**src/rtl/router_fsm_if.sv**
```systemverilog
// Handshake bundle between the packet source/register block and the router control FSM.
interface router_fsm_if;
  logic       pkt_valid;
  logic [1:0] data_in;
  logic       parity_done;
  logic       low_pkt_valid;
  logic       fifo_full;
  logic       fifo_empty_0;
  logic       fifo_empty_1;
  logic       fifo_empty_2;
  logic       soft_reset_0;
  logic       soft_reset_1;
  logic       soft_reset_2;
  logic       detect_add;
  logic       lfd_state;
  logic       ld_state;
  logic       laf_state;
  logic       full_state;
  logic       rst_int_reg;
  logic       write_enb_reg;
  logic       busy;

  modport master (
    output pkt_valid, data_in, parity_done, low_pkt_valid, fifo_full,
           fifo_empty_0, fifo_empty_1, fifo_empty_2,
           soft_reset_0, soft_reset_1, soft_reset_2,
    input  detect_add, lfd_state, ld_state, laf_state, full_state,
           rst_int_reg, write_enb_reg, busy
  );

  modport slave (
    input  pkt_valid, data_in, parity_done, low_pkt_valid, fifo_full,
           fifo_empty_0, fifo_empty_1, fifo_empty_2,
           soft_reset_0, soft_reset_1, soft_reset_2,
    output detect_add, lfd_state, ld_state, laf_state, full_state,
           rst_int_reg, write_enb_reg, busy
  );
endinterface

```
**src/rtl/router_fsm.sv**
```systemverilog
// Router control FSM: steers one packet at a time into output FIFO 0..2.
// Outputs are registered from the next state, so they always match the current state.
module router_fsm (
  input  logic         clock,
  input  logic         resetn,
  router_fsm_if.slave  bus
);

  typedef enum logic [2:0] {
    DECODE_ADDRESS,
    LOAD_FIRST_DATA,
    LOAD_DATA,
    FIFO_FULL_STATE,
    LOAD_AFTER_FULL,
    LOAD_PARITY,
    CHECK_PARITY_ERROR,
    WAIT_TILL_EMPTY
  } state_t;

  state_t     state_q, state_d;
  logic [1:0] addr_q, addr_d;
  logic       emptyIn, emptySel, softSel;
  logic       detectAdd_q, lfdState_q, ldState_q, lafState_q;
  logic       fullState_q, rstIntReg_q, writeEnb_q, busy_q;

  // emptyIn follows the incoming header; emptySel/softSel follow the latched address
  always_comb begin
    emptyIn  = 1'b0;
    emptySel = 1'b0;
    softSel  = 1'b0;
    case (bus.data_in)
      2'd0:    emptyIn = bus.fifo_empty_0;
      2'd1:    emptyIn = bus.fifo_empty_1;
      2'd2:    emptyIn = bus.fifo_empty_2;
      default: emptyIn = 1'b0;
    endcase
    case (addr_q)
      2'd0:    begin emptySel = bus.fifo_empty_0; softSel = bus.soft_reset_0; end
      2'd1:    begin emptySel = bus.fifo_empty_1; softSel = bus.soft_reset_1; end
      2'd2:    begin emptySel = bus.fifo_empty_2; softSel = bus.soft_reset_2; end
      default: begin emptySel = 1'b0;             softSel = 1'b0;             end
    endcase
  end

  always_comb begin
    state_d = state_q;
    addr_d  = addr_q;
    if (state_q == DECODE_ADDRESS && bus.pkt_valid) addr_d = bus.data_in;
    if (softSel) begin
      state_d = DECODE_ADDRESS;
    end else begin
      case (state_q)
        DECODE_ADDRESS:
          if (bus.pkt_valid && bus.data_in != 2'd3)
            state_d = emptyIn ? LOAD_FIRST_DATA : WAIT_TILL_EMPTY;
        LOAD_FIRST_DATA: state_d = LOAD_DATA;
        LOAD_DATA:
          if (bus.fifo_full)       state_d = FIFO_FULL_STATE;
          else if (!bus.pkt_valid) state_d = LOAD_PARITY;
        FIFO_FULL_STATE:
          if (!bus.fifo_full) state_d = LOAD_AFTER_FULL;
        LOAD_AFTER_FULL:
          if (bus.parity_done)        state_d = DECODE_ADDRESS;
          else if (bus.low_pkt_valid) state_d = LOAD_PARITY;
          else                        state_d = LOAD_DATA;
        LOAD_PARITY: state_d = CHECK_PARITY_ERROR;
        CHECK_PARITY_ERROR:
          state_d = bus.fifo_full ? FIFO_FULL_STATE : DECODE_ADDRESS;
        WAIT_TILL_EMPTY:
          if (emptySel) state_d = LOAD_FIRST_DATA;
        default: state_d = DECODE_ADDRESS;
      endcase
    end
  end

  always_ff @(posedge clock) begin
    if (!resetn) begin
      state_q     <= DECODE_ADDRESS;
      addr_q      <= 2'd0;
      detectAdd_q <= 1'b1;
      lfdState_q  <= 1'b0;
      ldState_q   <= 1'b0;
      lafState_q  <= 1'b0;
      fullState_q <= 1'b0;
      rstIntReg_q <= 1'b0;
      writeEnb_q  <= 1'b0;
      busy_q      <= 1'b0;
    end else begin
      state_q     <= state_d;
      addr_q      <= addr_d;
      detectAdd_q <= (state_d == DECODE_ADDRESS);
      lfdState_q  <= (state_d == LOAD_FIRST_DATA);
      ldState_q   <= (state_d == LOAD_DATA);
      lafState_q  <= (state_d == LOAD_AFTER_FULL);
      fullState_q <= (state_d == FIFO_FULL_STATE);
      rstIntReg_q <= (state_d == CHECK_PARITY_ERROR);
      writeEnb_q  <= (state_d == LOAD_DATA) || (state_d == LOAD_PARITY) ||
                     (state_d == LOAD_AFTER_FULL);
      busy_q      <= !((state_d == DECODE_ADDRESS) || (state_d == LOAD_DATA));
    end
  end

  assign bus.detect_add    = detectAdd_q;
  assign bus.lfd_state     = lfdState_q;
  assign bus.ld_state      = ldState_q;
  assign bus.laf_state     = lafState_q;
  assign bus.full_state    = fullState_q;
  assign bus.rst_int_reg   = rstIntReg_q;
  assign bus.write_enb_reg = writeEnb_q;
  assign bus.busy          = busy_q;

endmodule

```
**src/flat_wrapper.sv**
```systemverilog
// flat-port wrapper written by rule: the top's interface ports become plain ports
module router_fsm_flat 
  (clock, resetn, bus_pkt_valid, bus_data_in, bus_parity_done, bus_low_pkt_valid, bus_fifo_full, bus_fifo_empty_0, bus_fifo_empty_1, bus_fifo_empty_2, bus_soft_reset_0, bus_soft_reset_1, bus_soft_reset_2, bus_detect_add, bus_lfd_state, bus_ld_state, bus_laf_state, bus_full_state, bus_rst_int_reg, bus_write_enb_reg, bus_busy);
  router_fsm_if bus_i ();
  input  logic clock;
  input  logic resetn;
  input wire logic [$bits(bus_i.pkt_valid)-1:0] bus_pkt_valid;
  input wire logic [$bits(bus_i.data_in)-1:0] bus_data_in;
  input wire logic [$bits(bus_i.parity_done)-1:0] bus_parity_done;
  input wire logic [$bits(bus_i.low_pkt_valid)-1:0] bus_low_pkt_valid;
  input wire logic [$bits(bus_i.fifo_full)-1:0] bus_fifo_full;
  input wire logic [$bits(bus_i.fifo_empty_0)-1:0] bus_fifo_empty_0;
  input wire logic [$bits(bus_i.fifo_empty_1)-1:0] bus_fifo_empty_1;
  input wire logic [$bits(bus_i.fifo_empty_2)-1:0] bus_fifo_empty_2;
  input wire logic [$bits(bus_i.soft_reset_0)-1:0] bus_soft_reset_0;
  input wire logic [$bits(bus_i.soft_reset_1)-1:0] bus_soft_reset_1;
  input wire logic [$bits(bus_i.soft_reset_2)-1:0] bus_soft_reset_2;
  output wire logic [$bits(bus_i.detect_add)-1:0] bus_detect_add;
  output wire logic [$bits(bus_i.lfd_state)-1:0] bus_lfd_state;
  output wire logic [$bits(bus_i.ld_state)-1:0] bus_ld_state;
  output wire logic [$bits(bus_i.laf_state)-1:0] bus_laf_state;
  output wire logic [$bits(bus_i.full_state)-1:0] bus_full_state;
  output wire logic [$bits(bus_i.rst_int_reg)-1:0] bus_rst_int_reg;
  output wire logic [$bits(bus_i.write_enb_reg)-1:0] bus_write_enb_reg;
  output wire logic [$bits(bus_i.busy)-1:0] bus_busy;
  assign bus_i.pkt_valid = bus_pkt_valid;
  assign bus_i.data_in = bus_data_in;
  assign bus_i.parity_done = bus_parity_done;
  assign bus_i.low_pkt_valid = bus_low_pkt_valid;
  assign bus_i.fifo_full = bus_fifo_full;
  assign bus_i.fifo_empty_0 = bus_fifo_empty_0;
  assign bus_i.fifo_empty_1 = bus_fifo_empty_1;
  assign bus_i.fifo_empty_2 = bus_fifo_empty_2;
  assign bus_i.soft_reset_0 = bus_soft_reset_0;
  assign bus_i.soft_reset_1 = bus_soft_reset_1;
  assign bus_i.soft_reset_2 = bus_soft_reset_2;
  assign bus_detect_add = bus_i.detect_add;
  assign bus_lfd_state = bus_i.lfd_state;
  assign bus_ld_state = bus_i.ld_state;
  assign bus_laf_state = bus_i.laf_state;
  assign bus_full_state = bus_i.full_state;
  assign bus_rst_int_reg = bus_i.rst_int_reg;
  assign bus_write_enb_reg = bus_i.write_enb_reg;
  assign bus_busy = bus_i.busy;
  router_fsm u_core (.clock(clock), .resetn(resetn), .bus(bus_i));
endmodule
```
**config.mk**
```make
export PLATFORM = sky130hd
export DESIGN_NAME = router_fsm_flat
export DESIGN_NICKNAME = d
export VERILOG_FILES = /design/src/rtl/router_fsm_if.sv /design/src/rtl/router_fsm.sv /design/src/flat_wrapper.sv
export SDC_FILE = /design/constraint.sdc
export NUM_CORES = 1
export LEC_CHECK = 0
export CAP_MARGIN = 25
export CORE_UTILIZATION = 47
export DETAILED_ROUTE_END_ITERATION = 12
export PLACE_DENSITY = 0.81
export SYNTH_ARGS = -nofsm -noshare
export SYNTH_HDL_FRONTEND = slang
export SYNTH_SLANG_ARGS = --single-unit
```
**constraint.sdc**
```tcl
create_clock -name clock -period 4.7 [get_ports clock]
set_input_delay 0.47 -clock clock [delete_from_list [all_inputs] [get_ports clock]]
set_output_delay 0.47 -clock clock [all_outputs]
set_load 0.005 [all_outputs]
```
# Word-level counts from Yosys, hierarchy flattened

Index checks and enable logic that the tools add are counted.

Multiplexer cells: 14
Reduce and logical (&&, ||, !) cells: 10
Eq/ne operators: 18

Operators by type and width:

| cell                 | count |
|---|---|
| $mux W3              | 9 |
| $pmux W3 S8          | 1 |
| $eq A3 B3 Y1 const B | 7 |
| $eq A3 B2 Y1 const B | 4 |
| $pmux W1 S3          | 3 |
| $eq A3 B1 Y1 const B | 2 |
| $logic_not A3 Y1     | 2 |
| $eq A2 B1 Y1 const B | 2 |
| $eq A2 B2 Y1 const B | 2 |
| $logic_not A2 Y1     | 2 |
| $logic_or A1 B1 Y1   | 3 |
| $logic_and A1 B1 Y1  | 2 |
| $mux W2              | 1 |
| $ne A2 B2 Y1 const B | 1 |
| $logic_not A1 Y1     | 1 |

Register bits: 13

# Logic depth before layout (Yosys ltp)

Gate-level depths: netlist of the first run.

Depth in word-level cells: 9
Gate-level depth with buffers: 6

# Worst setup path before layout of the first run

Ideal clock, no wire load.

Path kind: input port to flip-flop
From: input port bus_parity_done
To: register u_core.lfdState_q (netlist: u_core.bus.lfd_state)
Library setup time: 0.058 ns
Path buffers: 0
Path slack: 3.047 ns
Arrival time: 1.595 ns
Cell stages on the path: 5
Data required time: 4.642 ns
Cell sequence: nand2b_1 a211o_1 a311oi_4 and2_4 and2b_1

Longest elaborated chain between the ends: 4

Ends and longest elaborated chain:

| item                 | RTL line          | source |
|---|---|---|
| from (decl)          | flat_wrapper.sv:9 | `input wire logic [$bits(bus_i.parity_done)-1:0] bus_parity_done;` |
| $mux W3              | router_fsm.sv:63  | `if (bus.parity_done) state_d = DECODE_ADDRESS;` |
| $pmux W3 S8          | router_fsm.sv:52  | `case (state_q)` |
| $mux W3              | router_fsm.sv:49  | `if (softSel) begin` |
| $eq A3 B1 Y1         | router_fsm.sv:92  | `lfdState_q <= (state_d == LOAD_FIRST_DATA);` |
| to (signal assigned) | router_fsm.sv:92  |  |
| to (decl)            | router_fsm.sv:23  | `logic detectAdd_q, lfdState_q, ldState_q, lafState_q;` |

No other way between the ends.
A chain may end at the register's enable or synchronous reset.

# Final worst setup path of the first run

From: input port bus_parity_done
To: register u_core.fullState_q (netlist: u_core.bus.full_state)

Longest elaborated chain between the ends: 4

Ends and longest elaborated chain:

| item                 | RTL line         | source |
|---|---|---|
| $mux W3              | router_fsm.sv:63 |  |
| $pmux W3 S8          | router_fsm.sv:52 |  |
| $mux W3              | router_fsm.sv:49 |  |
| $eq A3 B2 Y1         | router_fsm.sv:95 | `fullState_q <= (state_d == FIFO_FULL_STATE);` |
| to (signal assigned) | router_fsm.sv:95 |  |
| to (decl)            | router_fsm.sv:24 | `logic fullState_q, rstIntReg_q, writeEnb_q, busy_q;` |

No other way between the ends.

==> metrics.cfg, run 1 <==
[pwr]
p_leak_nw = 0.3620
ir_drop_mv = 0.2688
cellPowerDensity_nw_per_um2 = 335.5

[clock_tree]
cts_max_path_buffers = 2
ctsHtreeMaxLevel = 1
cts-root-buf = clkbuf_4
clk_pin_slew_ps = 80
clock_latency_ps = 280
hold_buffers = 0
post_cts_buffers = 0
cts_sinks = 13
cts_buffers = 3
cts_resized = 0
cts_tree = yes

[floorplanning]
dieWidth_um = 40.72
dieArea_um2 = 1658
rows = 13
start_util = 0.5218
dieHeight_um = 40.72
core_area_um2 = 1350
ios = 22

[worst_setup_path]
crit_fanout = 8
arrival_ps = 2130
rr_startpoint = u_core.state_q[0]
slowest_delay_ps = 470
crit_start = bus_parity_done
crit_slowest_cell = a311oi_4
crit_end = u_core.bus.full_state
r2r-end = u_core.bus.laf_state
reg2reg_setup_slack_ps = 3020
crit_required_ps = 4880
criticalPathCategory = primary input to flip-flop
start_kind = primary input
crit_path_end_kind = flip-flop
reg2regPathDepth = 5
path_cells = clkdlybuf4s50_1 > nand2b_1 > a211o_1 > a311oi_4 > nor4b_2

[sta]
fin_crit_sh = 0.4158
fin_tns_setup_ps = 0
worst_pin_slew_ps = 425.9
setup_viol = 0
relSlewSlack = 0.7160
hold_viol = 0
hold_slack_ps = 592.9
max_freq_ghz = 0.5118
slew_viol_final = 0
skew_ps = 9.568
rsz0062_at_grt = no
min_period_ps = 1954

[run_status]
status = finished clean

[worst_hold_path]
hp-class = flip-flop to flip-flop

[synthesis]
synth.area.top_cells = dfxtp_1, mux2i_1, nand3b_1, nor2b_1, a311oi_4
synth_edf_count = 0
yosysWarnings = 0
ys.flop_type = dfxtp_1
synth_area_leader_cell = dfxtp_1
synthCells = 71
ys_ff_latch = 13
syn_area_um2 = 704.4
synth_top_area_frac = 0.3694
syn_nets = 85
avgSynthCellArea_um2 = 9.921
synth.distinct_cells = 37
yosysSeqAreaShare = 0.3694
async_flop_share = 0

[finish]
reg.largest.list = u_core.state_q (3), u_core.addr_q (2)
largest_reg_flops = 3
n_antenna_cell = 0
largest-register = u_core.state_q
synthToLayoutAreaGrowth_pct = 33.93
nNetsFinal = 109
drive_gt1_frac = 0.1383

[global_routing]
grt_first_pass_wirelength_um = 2290
grt_pass1_vias = 586
grt.overflow.total = 0
antenna_found_initial = 0
track_usage = 0.2125
grt_max_degree = 11

[detailed_routing]
viasPerCell = 5.394
drt-total-wl_um = 1465
dr.pass1.iters = 3
detail-route-antenna-nets = 0
wl_per_cell_um = 13.44
vias = 588
drc = 0
drt-initial-drc-count = 2

[placed_design]
gp_congestion = 0.7534
dp_hpwl_um = 1122
io_buffers = 21

[job]
maxCapViolations = 0

==> per-stage QoR <==
step                      utilization  worst slack, ps  cells  instance area [um^2]  total power [mW]
after floorplan                     -             3047     71                 704.4            0.2120
after global placement         0.6793             2490    105                 917.1            0.2479
after detailed placement       0.6793             2443    105                 917.1            0.2503
after CTS                      0.6988             2727    109                 943.4            0.3208
after global routing           0.6988             2642    109                 943.4            0.3362
final                          0.6988             2746    109                 943.4            0.3165
==> power by group <==
part	switching (mW)	internal, mW
sequential	0.0123	0.123
combinational	0.0495	0.0619
clock	0.0367	0.0329
total	0.0985	0.218
==> synth_stat cells (all sizes together), types with 2 or more instances <==
| master | instances |
|---|---|
| nand2b | 2 |
| nand2 | 2 |
| a21oi | 4 |
| mux2i | 4 |
| a311oi | 2 |
| o21ai | 4 |
| and2 | 2 |
| nor2 | 5 |
| nand3b | 5 |
| buf | 2 |
| dfxtp | 13 |
| nor2b | 6 |
| or3 | 2 |
==> logic make-up after synthesis <==
| family | count (synthesis) | share of synthesized area |
|---|---|---|
| flip-flops | 13 | 0.3694 |
| AO/OA/AOI/OAI | 17 | 0.2043 |
| buffers and inverters | 3 | 0.02841 |
| AND/OR/NAND/NOR | 34 | 0.3410 |
| multiplexers | 4 | 0.05684 |
==> layout by cell type, fill, tap and decap left out, types with 2 or more instances in the layout <==
cell type / netlist / routed
nand2b_1: 2 / 2
mux2i_1: 4 / 4
nand2_1: 2 / 2
nor2_1: 5 / 5
nand3b_1: 5 / 5
clkdlybuf4s50_1: 0 / 21
clkbuf_4: 0 / 3
a21oi_1: 4 / 4
nor2b_1: 5 / 5
dfxtp_1: 13 / 13
o21ai_0: 3 / 3
==> metal layers <==
layer	GRT usage	vias to the layer above	part of all wire
li1	-	307	-
met1	0.2233	263	0.46
met2	0.3929	16	0.47
met3	0.04891	2	0.052
met4	0.1000	0	0.016
met5	0	-	0
==> final cells by class <==
cell class              count  area [um^2]
clock buffers               4        26.28
fillers                   104        406.6
inverters                   1        3.754
multi-input cells          55        424.2
flip-flops and latches     13        260.3
well taps                  15        18.77
repair buffers             21        210.2
==> worst min-delay path by stage <==
stage / cells past startpoint / endpoint / slack (ps) / startpoint
finish: 2 / u_core.addr_q[0] / 590 / u_core.addr_q[0]
global route: 2 / u_core.addr_q[1] / 640 / u_core.addr_q[1]
CTS: 2 / u_core.addr_q[0] / 590 / u_core.addr_q[0]
detailed placement: 2 / u_core.addr_q[0] / 580 / u_core.addr_q[0]
global placement: 2 / u_core.addr_q[0] / 580 / u_core.addr_q[0]
floorplan: 1 / u_core.bus.detect_add / 550 / resetn
==> worst max-delay path: cells and delay by family <==
kind | cells | cell delay [ps]
buf+inv | 1 | 410
compound gates | 2 | 800
simple gates | 2 | 460
Note: power is estimated with default switching activity, not from simulation.
==> run 2, diff against run 1 <==
--- a/config.mk
+++ b/config.mk
@@ -6,9 +6,9 @@
 export NUM_CORES = 1
 export LEC_CHECK = 0
 export CAP_MARGIN = 25
-export CORE_UTILIZATION = 47
+export CORE_UTILIZATION = 40
 export DETAILED_ROUTE_END_ITERATION = 12
-export PLACE_DENSITY = 0.81
+export PLACE_DENSITY = 0.73
 export SYNTH_ARGS = -nofsm -noshare
 export SYNTH_HDL_FRONTEND = slang
 export SYNTH_SLANG_ARGS = --single-unit
==> constraint.sdc (replaced) <==
create_clock -name clock -period 1.7 [get_ports clock]
set_input_delay 0.17 -clock clock [delete_from_list [all_inputs] [get_ports clock]]
set_output_delay 0.17 -clock clock [all_outputs]
set_load 0.005 [all_outputs]
==> metrics.cfg, run 2 (synthesis results as in run 1) <==
[worst_setup_path]
crit_path_end_kind = flip-flop
slowest_delay_ps = 410  ; -60 ps
critical_path.top_delay_family = simple AND/OR/NAND/NOR gates
path_cells = or3_1 > a21oi_2 > a311oi_4 > buf_4 > nand3b_1 > a211oi_2
crit_required_ps = 1900  ; -2980 ps
crit_slowest_cell = or3_1
start_kind = flip-flop
criticalPathCategory = flip-flop to flip-flop
crit_buf_inv = 1  ; unchanged
crit_fanout = 8  ; unchanged
critical_path_depth = 6  ; +1
arrival_ps = 1830  ; -300 ps
reg2regPathDepth = 6  ; +1

[placed_design]
io_buffers = 21  ; unchanged
dp_hpwl_um = 1256  ; +12%
gp_congestion = 0.8241  ; +9.4%
postPlaceCellArea_um2 = 1008  ; +10%

[clock_tree]
ctsHtreeMaxLevel = 1  ; unchanged
cts_sinks = 13  ; unchanged
cts-root-buf = clkbuf_4
cts_buffers = 3  ; unchanged
cts_max_path_buffers = 2  ; unchanged
clk_pin_slew_ps = 80  ; about the same
clock_latency_ps = 270  ; about the same
cts_tree = yes
hold_buffers = 0  ; unchanged

[floorplanning]
ios = 22  ; unchanged
dieHeight_um = 43.97  ; +8.0%
start_util = 0.4468  ; -0.07495
dieWidth_um = 43.97  ; +8.0%
rows = 14  ; +1
dieArea_um2 = 1933  ; +17%
core_area_um2 = 1577  ; +17%

[pwr]
p_seq_frac = 0.388  ; -0.040
power_frac_clock = 0.200  ; -0.020
intPower_mw = 0.6520  ; +200%
p_sw_mw = 0.2929  ; +200%
finalPower_mw = 0.9448  ; +200%
ir_drop_mv = 0.5968  ; +120%
p_leak_nw = 0.4308  ; +19%
sw_frac_of_total = 0.3100  ; -0.001300
cellPowerDensity_nw_per_um2 = 891.5  ; +170%
combPwrFrac = 0.412  ; +0.060

[sta]
min_period_ps = 1630
fin_tns_setup_ps = 0  ; unchanged
worst_pin_slew_ps = 370.4  ; -55.52 ps
fin_crit_sh = 0.9588
skew_ps = 3.780  ; -5.788 ps
setup_viol = 0  ; unchanged
hold_viol = 0  ; unchanged
max_freq_ghz = 0.6135
slew_viol_final = 0  ; unchanged
relSlewSlack = 0.7521  ; +0.03610

[global_routing]
busiest_layer = met2
track_usage = 0.1757  ; -0.03684
grt_pass1_vias = 611  ; +4.3%
antenna_found_initial = 0  ; unchanged
met1_usage = 0.2168  ; -0.006497
grtUsageMet2 = 0.2925  ; -0.1003
grt_max_degree = 9  ; -2
grt.overflow.total = 0  ; unchanged
grt_first_pass_wirelength_um = 2477  ; +8.2%
use_met3 = 0.05417  ; +0.005254

[worst_hold_path]
hp-class = primary input to flip-flop
hold_path_depth = 3  ; +1

[detailed_routing]
dr.pass1.iters = 6  ; +3
viasPerCell = 5.260  ; -2.5%
wl_per_cell_um = 13.32  ; -0.92%
drt-total-wl_um = 1638  ; +12%
drc = 0  ; unchanged
vias = 647  ; +10%
detail-route-antenna-nets = 0  ; unchanged
drt-initial-drc-count = 5  ; +3

[job]
maxCapViolations = 0  ; unchanged

[run_status]
status = finished clean

[finish]
synthToLayoutAreaGrowth_pct = 50.44
reg.largest.list = u_core.state_q (3), u_core.addr_q (2)
n_antenna_cell = 0  ; unchanged
final_cell_mix = clkdlybuf4s50_1, buf_4, dfxtp_1
largest-register = u_core.state_q
final_cell_area_um2 = 1060  ; +12%
largest_reg_flops = 3  ; unchanged
utilization = 0.6722  ; -0.02657
nNetsFinal = 122  ; +12%
drive_gt1_frac = 0.2897  ; +0.1514
layout_commonest_cell = clkdlybuf4s50_1

[run 2: worst register-to-register path: stages (launching register included)]
cell	delay [ps]
dfxtp_1	380
or3_1	410
a21oi_2	170
a311oi_4	40
buf_4	180
nand3b_1	170
a211oi_2	190
[run 2: power groups by stage]
stage	Combinational, mW	Clock, mW	Sequential (mW)
after floorplan	0.218	0	0.368
after global placement	0.364	0	0.372
after detailed placement	0.371	0	0.372
after CTS	0.373	0.194	0.366
after global routing	0.421	0.213	0.372
final	0.390	0.189	0.366
[run 2: path summary, 6_finish.rpt]
kind / from / endpoint / slack, ps
max: u_core.state_q[0] / u_core.bus.write_enb_reg / 70
min: resetn / u_core.bus.detect_add / 550
max reg2reg: u_core.state_q[0] / u_core.bus.write_enb_reg / 70
min reg2reg: u_core.addr_q[1] / u_core.addr_q[1] / 580
[run 2: routing by layer]
metal | wire [um] | part of all wire
met5 | 0 | 0
met4 | 10 | 0.0061
met3 | 89 | 0.054
met2 | 753 | 0.46
met1 | 785 | 0.48
[run 2: cell type report]
| cell class | count | area (um^2) |
|---|---|---|
| timing repair buffer | 34 | 307.8 |
| clock buffer | 3 | 22.52 |
| tap | 16 | 20.02 |
| sequential | 13 | 261.5 |
| fill | 138 | 516.7 |
| multi-input combinational | 55 | 439.2 |
| inverter | 1 | 3.754 |
| clock inverter | 1 | 5.005 |
[run 2: metrics by stage]
step	hold slack, ps	cells	setup WS, ps
after floorplan	246.2	71	150.8
after global placement	588.4	118	-205.5
after detailed placement	592.5	118	-253.0
after CTS	558.5	122	13.94
after global routing	588.8	123	-21.85
final	553.9	123	70.11
[run 2: repair_timing]
item / CTS / global route
setup buffers: 0 / 1
gates resized for setup: 0 / 4
setup endpoints to repair: 0 / 3
==> run 3, diff against run 2 <==
--- a/config.mk
+++ b/config.mk
@@ -12,3 +12,4 @@
 export SYNTH_ARGS = -nofsm -noshare
 export SYNTH_HDL_FRONTEND = slang
 export SYNTH_SLANG_ARGS = --single-unit
+export TNS_END_PERCENT = 30
==> results of run 3 <==
No change in the layout: final DEF, timing and power equal those of run 2.
